$ cat config.mk
export PLATFORM = sky130hd
export DESIGN_NAME = sn76489_sound_generator
export DESIGN_NICKNAME = d
export VERILOG_FILES = /design/src/rtl/sn76489_sound_generator.sv
export SDC_FILE = /design/constraint.sdc
export NUM_CORES = 1
export LEC_CHECK = 0
export CORE_MARGIN = 3
export CORE_UTILIZATION = 65
export DETAILED_ROUTE_END_ITERATION = 7
export HOLD_SLACK_MARGIN = 0.08
export PLACE_DENSITY = 0.84
export SYNTH_ARGS = -nofsm -noshare
export SYNTH_HDL_FRONTEND = slang
export SYNTH_SLANG_ARGS = --single-unit
export TNS_END_PERCENT = 100
$ cat constraint.sdc
create_clock -name clock -period 4.5 [get_ports clock]
set_clock_uncertainty 0.15 [all_clocks]
set_input_delay 0.675 -clock clock [delete_from_list [all_inputs] [get_ports clock]]
set_output_delay 0.675 -clock clock [all_outputs]
set_load 0.03 [all_outputs]
$ cat src/rtl/sn76489_sound_generator.sv
// rtl/sn76489_sound_generator.sv - SN76489 tone/noise generators, volume table and PCM mixer
// Optional Game Gear stereo panning: define SN76489_GG_STEREO_EN.
module sn76489_sound_generator #(
  parameter int PRESCALE  = 16,
  parameter int VOL_WIDTH = 8
) (
  input  logic                 clock,
  input  logic                 reset,
  input  logic [9:0]           freq1,
  input  logic [9:0]           freq2,
  input  logic [9:0]           freq3,
  input  logic [3:0]           att1,
  input  logic [3:0]           att2,
  input  logic [3:0]           att3,
  input  logic [3:0]           attNoise,
  input  logic [2:0]           noiseControl,
`ifdef SN76489_GG_STEREO_EN
  input  logic [7:0]           ggStereo,
  output logic [VOL_WIDTH+1:0] audioLeft,
  output logic [VOL_WIDTH+1:0] audioRight,
`endif
  output logic                 tone1,
  output logic                 tone2,
  output logic                 tone3,
  output logic                 noiseOut,
  output logic [VOL_WIDTH+1:0] audioMix
);

  localparam int PW = (PRESCALE > 2) ? $clog2(PRESCALE) : 1;
  localparam int MW = VOL_WIDTH + 2;

  logic [PW-1:0]        prescaler;
  logic                 tick;
  logic [9:0]           freq [3];
  logic [9:0]           tone_cnt [3];
  logic [9:0]           cnt_next [3];
  logic [2:0]           tone;
  logic [2:0]           tone_next;
  logic [2:0]           nc_reg;
  logic [6:0]           noise_cnt;
  logic [6:0]           noise_cnt_next;
  logic [6:0]           noise_reload;
  logic                 noise_ff;
  logic                 noise_ff_next;
  logic                 noise_rise;
  logic [15:0]          lfsr;
  logic [15:0]          lfsr_shifted;
  logic [3:0]           levels;
  logic [VOL_WIDTH-1:0] vol [4];
  logic [MW-1:0]        mix_all;

  // Attenuation to linear volume, 2 dB per step, rescaled to VOL_WIDTH
  function automatic logic [VOL_WIDTH-1:0] vol_of(input logic [3:0] a);
    int base;
    int scaled;
    base = 0;
    case (a)
      4'd0:  base = 255;
      4'd1:  base = 203;
      4'd2:  base = 161;
      4'd3:  base = 128;
      4'd4:  base = 102;
      4'd5:  base = 81;
      4'd6:  base = 64;
      4'd7:  base = 51;
      4'd8:  base = 40;
      4'd9:  base = 32;
      4'd10: base = 25;
      4'd11: base = 20;
      4'd12: base = 16;
      4'd13: base = 13;
      4'd14: base = 10;
      default: base = 0;
    endcase
    scaled = (base * ((1 << VOL_WIDTH) - 1) + 127) / 255;
    return scaled[VOL_WIDTH-1:0];
  endfunction

  assign freq[0] = freq1;
  assign freq[1] = freq2;
  assign freq[2] = freq3;
  assign tick    = (prescaler == PW'(PRESCALE - 1));

  // Prescaler producing one generator tick every PRESCALE clocks
  always_ff @(posedge clock or posedge reset) begin
    if (reset) prescaler <= '0;
    else if (tick) prescaler <= '0;
    else prescaler <= prescaler + 1'b1;
  end

  // Tone counters: reload on expiry and toggle; freq <= 1 pins the output high
  always_comb begin
    for (int i = 0; i < 3; i++) begin
      cnt_next[i]  = tone_cnt[i];
      tone_next[i] = tone[i];
      if (tick) begin
        if (freq[i] <= 10'd1) begin
          cnt_next[i]  = '0;
          tone_next[i] = 1'b1;
        end else if (tone_cnt[i] <= 10'd1) begin
          cnt_next[i]  = freq[i];
          tone_next[i] = ~tone[i];
        end else begin
          cnt_next[i]  = tone_cnt[i] - 10'd1;
        end
      end
    end
  end

  // Tone state registers
  always_ff @(posedge clock or posedge reset) begin
    if (reset) begin
      tone <= '0;
      for (int i = 0; i < 3; i++) tone_cnt[i] <= '0;
    end else begin
      tone <= tone_next;
      for (int i = 0; i < 3; i++) tone_cnt[i] <= cnt_next[i];
    end
  end

  // Noise clock: own counter for rates 0..2, tone3 rising edge for rate 3
  always_comb begin
    noise_cnt_next = noise_cnt;
    noise_ff_next  = noise_ff;
    noise_rise     = 1'b0;
    case (nc_reg[1:0])
      2'd1:    noise_reload = 7'd32;
      2'd2:    noise_reload = 7'd64;
      default: noise_reload = 7'd16;
    endcase
    if (nc_reg[1:0] == 2'd3) begin
      noise_rise = ~tone[2] & tone_next[2];
    end else if (tick) begin
      if (noise_cnt <= 7'd1) begin
        noise_cnt_next = noise_reload;
        noise_ff_next  = ~noise_ff;
        noise_rise     = ~noise_ff;
      end else begin
        noise_cnt_next = noise_cnt - 7'd1;
      end
    end
  end

  assign lfsr_shifted = {(nc_reg[2] ? (lfsr[0] ^ lfsr[3]) : lfsr[0]), lfsr[15:1]};

  // Noise register bank; a changed control value restarts the generator and wins over a shift
  always_ff @(posedge clock or posedge reset) begin
    if (reset) begin
      nc_reg    <= '0;
      noise_cnt <= '0;
      noise_ff  <= 1'b0;
      lfsr      <= 16'h8000;
    end else if (noiseControl != nc_reg) begin
      nc_reg    <= noiseControl;
      noise_cnt <= '0;
      noise_ff  <= 1'b0;
      lfsr      <= 16'h8000;
    end else begin
      noise_cnt <= noise_cnt_next;
      noise_ff  <= noise_ff_next;
      if (noise_rise) lfsr <= lfsr_shifted;
    end
  end

  assign tone1    = tone[0];
  assign tone2    = tone[1];
  assign tone3    = tone[2];
  assign noiseOut = lfsr[0];
  assign levels   = {lfsr[0], tone[2], tone[1], tone[0]};

  // Per-channel volume lookup and unmasked sum
  always_comb begin
    vol[0]  = vol_of(att1);
    vol[1]  = vol_of(att2);
    vol[2]  = vol_of(att3);
    vol[3]  = vol_of(attNoise);
    mix_all = '0;
    for (int i = 0; i < 4; i++) begin
      if (levels[i]) mix_all = mix_all + MW'(vol[i]);
    end
  end

  // Registered mono sample
  always_ff @(posedge clock or posedge reset) begin
    if (reset) audioMix <= '0;
    else audioMix <= mix_all;
  end

`ifdef SN76489_GG_STEREO_EN
  logic [7:0]    stereo_mask;
  logic [MW-1:0] mix_left;
  logic [MW-1:0] mix_right;

  // Left/right sums gated by the panning mask (bit order noise,t3,t2,t1)
  always_comb begin
    mix_left  = '0;
    mix_right = '0;
    for (int i = 0; i < 4; i++) begin
      if (levels[i] && stereo_mask[i+4]) mix_left  = mix_left  + MW'(vol[i]);
      if (levels[i] && stereo_mask[i])   mix_right = mix_right + MW'(vol[i]);
    end
  end

  // Panning mask and stereo sample registers
  always_ff @(posedge clock or posedge reset) begin
    if (reset) begin
      stereo_mask <= 8'hFF;
      audioLeft   <= '0;
      audioRight  <= '0;
    end else begin
      stereo_mask <= ggStereo;
      audioLeft   <= mix_left;
      audioRight  <= mix_right;
    end
  end
`endif

endmodule
==> metrics.log, run 1 <==
[metrics] synthesized cell area: around 22000 um^2
[metrics] leading cell types by count after synthesis: 321 x sky130_fd_sc_hd__inv_1, 259 x sky130_fd_sc_hd__ha_1, 232 x sky130_fd_sc_hd__nand2_1
[metrics] YS warnings: 0
[metrics] outcome: did not finish
[metrics] buffer type at the clock tree root: sky130_fd_sc_hd__clkbuf_16
[metrics] Cell variety after synth: ~130
[metrics] cts bufs inserted: 9
[metrics] proportion of synthesized chip area in sequential cells: 0.08496
[metrics] Error: [ERROR DPL-0033] detailed placement checks failed during check placement.
[metrics] post-CTS setup buffer count: 103
[metrics] Failed at: 4_1_cts
[metrics] sink count of the clock tree: 74
[metrics] number of standard cells after synthesis: 2818
[metrics] number of hold-repair buffers added at the cts stage: 0
[metrics] CTS resizes: 327
[metrics] x dimension of the die: around 190 um
[metrics] I/O pin count: 65
[metrics] port buffer count: 64
[metrics] htree depth: 3
[metrics] number of nets in the synthesized netlist: 3263
[metrics] EDFF count, synth: 0
[metrics] asr flop ratio synth: 1.000
[metrics] fraction of post-synthesis cell area in the top cell type by area: 0.1486
[metrics] leading cell type by number of instances after synthesis: sky130_fd_sc_hd__inv_1
[metrics] number of register bits inferred by synthesis: 74
[metrics] die height: about 190 um
[metrics] ys flop type: sky130_fd_sc_hd__dfrtp_1
[metrics] main area contributors after synthesis: sky130_fd_sc_hd__ha_1 15%, sky130_fd_sc_hd__fa_1 12%, sky130_fd_sc_hd__dfrtp_1 8.4%
[metrics] Max Root-Sink Buffers: 2
[metrics] Cell Count Post-Placement: roughly 4100
[metrics] initial cell density of the core: 0.6653
[metrics] number of placement rows: between 60 and 70
[metrics] cell type with the highest aggregate area in the netlist: sky130_fd_sc_hd__ha_1
[metrics] final HPWL from detailed placement: 73640 um
[metrics] Post-Synthesis Mean Instance Area: between 7 and 8 um^2
[metrics] GPL Wtd Cong: roughly 1.0
[cell families after synthesis]
| logic type | synth area share |
|---|---|
| buf+inv | 0.07067 |
| simple gates | 0.2180 |
| xor+xnor | 0.07308 |
| flops | 0.08496 |
| fa+ha+maj | 0.2753 |
| compound gates | 0.2560 |
| mux | 0.02197 |
[per-stage QoR]
stage | instance area [um^2] | setup WS [ps]
detailed placement | 29580 | -11530
global placement | 29580 | -10110
floorplan | 22110 | -9503
==> inputs of run 2 (changes only) <==
--- a/config.mk
+++ b/config.mk
@@ -6,10 +6,9 @@
 export NUM_CORES = 1
 export LEC_CHECK = 0
 export CORE_MARGIN = 3
-export CORE_UTILIZATION = 65
+export CORE_UTILIZATION = 40
 export DETAILED_ROUTE_END_ITERATION = 7
-export HOLD_SLACK_MARGIN = 0.08
-export PLACE_DENSITY = 0.84
+export PLACE_DENSITY_LB_ADDON = 0.15
 export SYNTH_ARGS = -nofsm -noshare
 export SYNTH_HDL_FRONTEND = slang
 export SYNTH_SLANG_ARGS = --single-unit
==> metrics.log, run 2 <==
[metrics] fraction of post-synthesis cell area in the top cell type by area: 0.1486
[metrics] required time of the critical path: 4560 ps
[metrics] total routed wirelength: slightly below 70000 um
[metrics] via count of the routed design: roughly 24000
[metrics] number of placement rows: 84
[metrics] max-slew violation count: 0
[metrics] type of the setup path with the least slack: primary input to flop
[metrics] violated checks: setup timing
[metrics] commonest cells after routing, fill and taps aside: 987 x sky130_fd_sc_hd__buf_4, 306 x sky130_fd_sc_hd__inv_1, 228 x sky130_fd_sc_hd__ha_1
[metrics] first-pass GRT wire length: between 100000 and 150000 um
[metrics] outcome: finished, violations left
[metrics] CP max-delay cell: sky130_fd_sc_hd__or4_4
[metrics] number of standard cells after synthesis: around 2800
[metrics] number of flip-flops under the largest register name: 30
[metrics] final period demand of the worst path: between 10000 and 15000 ps
[metrics] top register by number of flip-flops: tone_cnt
[metrics] Fin Setup TNS: -89900 ps
[metrics] Hold Vio Cnt, Final: 0
[metrics] cts bufs inserted: 9
[metrics] Final period util: 3.081
[metrics] Cell variety after synth: 133
[metrics] sum of overflow across all layers after global routing: 0
[metrics] cell type with the highest aggregate area in the netlist: sky130_fd_sc_hd__ha_1
[metrics] data arrival at the endpoint of the critical path: between 10000 and 15000 ps
[metrics] Post-Synthesis Mean Instance Area: slightly below 8 um^2
[metrics] maximum number of pins on one net before global-route repair: 37
[metrics] peak fanout along the critical path: 6
[metrics] RSZ-0062 raised after global routing: yes
[metrics] GPL Wtd Cong: 0.9298
[metrics] post-route worst setup slack: -9364 ps
[metrics] most frequent standard cell in the layout excluding fill and tap cells: sky130_fd_sc_hd__buf_4
[metrics] YS warnings: 0
[metrics] final HPWL from detailed placement: around 55000 um
[metrics] fmax: ~0.072 GHz
[metrics] Residual DRC: 0
[metrics] x dimension of the die: between 200 and 250 um
[metrics] vias in the first global route: between 20000 and 25000
[metrics] Placeable Area: 53290 um^2
[metrics] Slew headroom: 0.4979
[metrics] DIE AREA: between 50000 and 60000 um^2
[metrics] CP peak stage delay: slightly below 600 ps
[metrics] final setup vio count: 10
[metrics] main area contributors after synthesis: sky130_fd_sc_hd__ha_1 15%, sky130_fd_sc_hd__fa_1 12%, sky130_fd_sc_hd__dfrtp_1 8.4%
[metrics] Routed WL per cell: ~15 um
[metrics] EDFF count, synth: 0
[metrics] I/O pin count: 65
[metrics] die height: between 200 and 250 um
[metrics] most frequent CP cell: sky130_fd_sc_hd__buf_4
[metrics] port buffer count: 64
[metrics] ANT cells: 0
[metrics] number of vias per cell after detailed routing: around 5.3
[metrics] antenna-violating nets left: 0
[metrics] Top Registers: tone_cnt: 30 flops, lfsr: 16 flops, audioMix: 10 flops
[metrics] startpoint types: primary input
[metrics] Hold WC Path Type: flop to flop
[metrics] leading cell types by count after synthesis: 321 x sky130_fd_sc_hd__inv_1, 259 x sky130_fd_sc_hd__ha_1, 232 x sky130_fd_sc_hd__nand2_1
[metrics] antenna violations before repair: 0
[metrics] measured slew at the worst slew-check pin: about 750 ps
[metrics] number of nets in the synthesized netlist: around 3300
[metrics] sink count of the clock tree: 74
[metrics] violation count after the first detailed-route iteration: around 1100
[metrics] Net count, final: 4270
[metrics] crit path capture type: flop
[metrics] buffer type at the clock tree root: sky130_fd_sc_hd__clkbuf_16
[metrics] share of cells above drive strength 1: 0.3744
[metrics] max-cap violations: 0
[metrics] asr flop ratio synth: 1.000
[metrics] synthesized cell area: about 22000 um^2
[metrics] area overhead of the layout relative to synthesis: 50.16%
[metrics] GRT Util Overall: 0.2307
[metrics] number of iterations in the first detailed-routing pass: 5
[metrics] clock tree from TritonCTS: yes
[metrics] leading cell type by number of instances after synthesis: sky130_fd_sc_hd__inv_1
[metrics] worst skew pair latency: approximately 340 ps
[metrics] clock slew at the register clock pins of the worst setup and hold paths: approximately 60 ps
[metrics] proportion of synthesized chip area in sequential cells: 0.08496
[metrics] Max Root-Sink Buffers: 2
[metrics] filler instances: 4567
[metrics] number of register bits inferred by synthesis: 74
[metrics] initial cell density of the core: 0.4093
[metrics] ys flop type: sky130_fd_sc_hd__dfrtp_1
[metrics] htree depth: 3
## run 2: logic make-up after synthesis
group	Yosys count	share of synthesized area
buffers and inverters	395	0.07067
DFF	74	0.08496
and+or+nand+nor	926	0.2180
xor gates and xnor gates	172	0.07308
AOI/OAI and AO/OA	808	0.2560
muxes	43	0.02197
adders and majority gates	400	0.2753
## run 2: path summary, 6_finish.rpt
kind	startpoint	endpoint	slack [ps]	depth (start not counted)
worst max-delay path	att2[1]	audioMix[5]	-9360	62
worst min-delay path	lfsr[15]	lfsr[15]	320	2
worst max register to register	tone[0]	audioMix[9]	290	22
worst min register to register	lfsr[15]	lfsr[15]	320	2
max in group asynchronous	reset	tone_cnt[10]	2880	3
min in group asynchronous	reset	noise_cnt[5]	500	2
## run 2: through the flow
stage            util  instances  hold slack (ps)  cell area (um^2)  setup WS [ps]
2_1_floorplan       -       2818            291.5             22110          -9503
3_3_place_gp   0.5651       4406            302.3             30110         -10430
3_5_place_dp   0.5651       4406            306.6             30110         -10720
4_1_cts        0.5979       4485            315.2             31860          -9218
5_1_grt        0.6146       4518            352.8             32750          -9932
6_report       0.6146       4518            318.4             32750          -9364
## run 2: metal layers
metal	global-route usage	up-vias	wire, um	share of wire
met5	0	-	0	0
li1	-	12100	-	-
met1	0.3111	11530	31210	0.46
met3	0.01336	95	1716	0.025
met4	0.03720	0	967	0.014
met2	0.4137	415	33590	0.50
## run 2: layout make-up
class	instances	area, um^2	area share
well taps	688	860.8	0.02628
flip-flops and latches	74	1853	0.05658
repair buffers	1068	8255	0.2521
multi-input cells	2349	20240	0.6180
clock inverters	5	77.57	0.002369
clock buffers	11	242.7	0.007411
inverters	323	1220	0.03725
## run 2: critical path, delay by kind of cell
kind            cells  cell delay, ps
fa+ha+maj          12            4310
simple gates        8            1910
compound gates     20            3680
mux                 4            1250
xor+xnor            2             250
buf+inv            16            1810
## run 2: repair_timing
action	4_1_cts	5_1_grt
hold buffers	0	0
pin swaps	121	103
endpoints found under the setup margin	10	10
gates resized for setup	201	135
buffers inserted	63	36
Power of run 2 is left out: the tool's default activity adds up to more than one toggle a clock period on the data nets, which glitch-free logic cannot reach.
==> RTL edit (settings of run 2) <==
Register the output `tone1`, cleared by the reset; this adds one clock of latency there. The other outputs are not delayed to match.
--- a/src/rtl/sn76489_sound_generator.sv
+++ b/src/rtl/sn76489_sound_generator.sv
@@ -162,7 +162,13 @@
     end
   end
 
-  assign tone1    = tone[0];
+  always_ff @(posedge clock or posedge reset) begin
+    if (reset) begin
+      tone1 <= '0;
+    end else begin
+      tone1 <= tone[0];
+    end
+  end
   assign tone2    = tone[1];
   assign tone3    = tone[2];
   assign noiseOut = lfsr[0];
Behaviour: same outputs for any inputs over 4 cycles, from zero or initial values and one cycle with reset high; that may be too few to reach the edited logic, so the function may still have changed.
==> RTL edit against run 2 <==
The flow still finishes with violations (negative setup slack); wire length shrank 4.2%; sequential cell count grew 1; design area shrank 2.7%; worst hold slack lost 4.0 ps; cell count shrank 2.3%; worst setup slack lost 540 ps; via count shrank 2.7%; area after synthesis shrank 0.97%; critical path type unchanged.
Power is not shown: default switching activity piles up to over one toggle a cycle in this logic, so the estimate is an artifact.
==> RTL edit: results (changes against run 2) <==
stage;metric;value;unit;change
setup_path;cpPeakStageDelay;610;ps;+30 ps
floorplan;initial_utilization;0.408;;-0.00156
sta;fin_ws;-9910;ps;-541 ps
synth;yosys.area_share.xor_xnor;0.0651;;-0.00803
sta;finalSetupViolations;10;;unchanged
place;place_ws;-10810;ps;-87.0 ps
setup_path;crit_path_end;audioMix[9]$_DFF_PP0_;;
global_routing;grt_pass1_vias;24100;;-1.5%
route;wl;64600;microns;-4.2%
status;status;finished, violations left;;
synth;synth_nets;3219;;-1.3%
synth;synth_mux_area_frac;0.0280;;+0.00607
synth;yosysSeqAreaShare;0.0869;;+0.00199
synth;synthAdderAreaFrac;0.276;;+0.000841
global_routing;grt_usage;0.221;;-0.00956
place;hpwl;53400;microns;-3.5%
setup_path;arrival;14480;ps;+560 ps
cells_and_area;num-fill-cells;4741;;+3.8%
place;dpl_cell_area;29600;sq um;-1.7%
sta;relSlewSlack;0.244;;-0.254
setup_path;reg2reg_depth;20;;-9.1%
synth;post_synth_num_cell_types;138;;+3.8%
route;drt_iter0_drc;1020;;-11%
status;violations;negative setup slack;;
cells_and_area;drive_gt1_frac;0.357;;-0.0176
==> RTL edit: cell count changes after synthesis, sizes merged, moves of 14 or more <==
cell,before,now
xnor2,121,105
o21a,27,41
nor2,221,199
o21ai,200,215
nand2,232,210
nand3,81,65
==> RTL edit: logic make-up (layout without fill, tap and decap cells) <==
kind of cell               after synthesis  count (layout)
AOI/OAI and AO/OA                      824             824
xor gates and xnor gates               154             154
adders and majority gates              397             397
buffers and inverters                  388            1338
DFF                                     75              75
muxes                                   52              52
and+or+nand+nor                        885             885
==> RTL edit: routing by layer <==
layer | part of all wire | global-route usage | up-vias
met5 | 0 | 0 | -
met4 | 0.016 | 0.0405 | 0
met3 | 0.025 | 0.0166 | 86
met2 | 0.50 | 0.409 | 316
met1 | 0.46 | 0.285 | 11300
li1 | - | - | 11800
==> RTL edit: through the flow <==
stage                     hold slack, ps  std cells
final                                314       4413
after global routing                 325       4413
after CTS                            316       4375
after detailed placement             306       4319
after global placement               304       4319
after floorplan                      215       2775
==> RTL edit: cell type report <==
class | instances | area (sq um) | area share
Multi-Input combinational cell | 2312 | 19900 | 0.623
Timing Repair Buffer | 1008 | 7810 | 0.245
Sequential cell | 75 | 1880 | 0.0589
Inverter | 314 | 1190 | 0.0373
Tap cell | 688 | 861 | 0.0270
Clock buffer | 11 | 233 | 0.00730
Clock inverter | 5 | 38.8 | 0.00122
==> RTL edit: worst register-to-register path, delay by kind of cell, from the launching register on <==
family / cells / cell delay [ps]
adders and majority gates: 4 / 1270
buffers and inverters: 1 / 30
and+or+nand+nor: 4 / 550
muxes: 1 / 80
DFF: 1 / 480
AOI/OAI and AO/OA: 8 / 1250
xor gates and xnor gates: 2 / 260
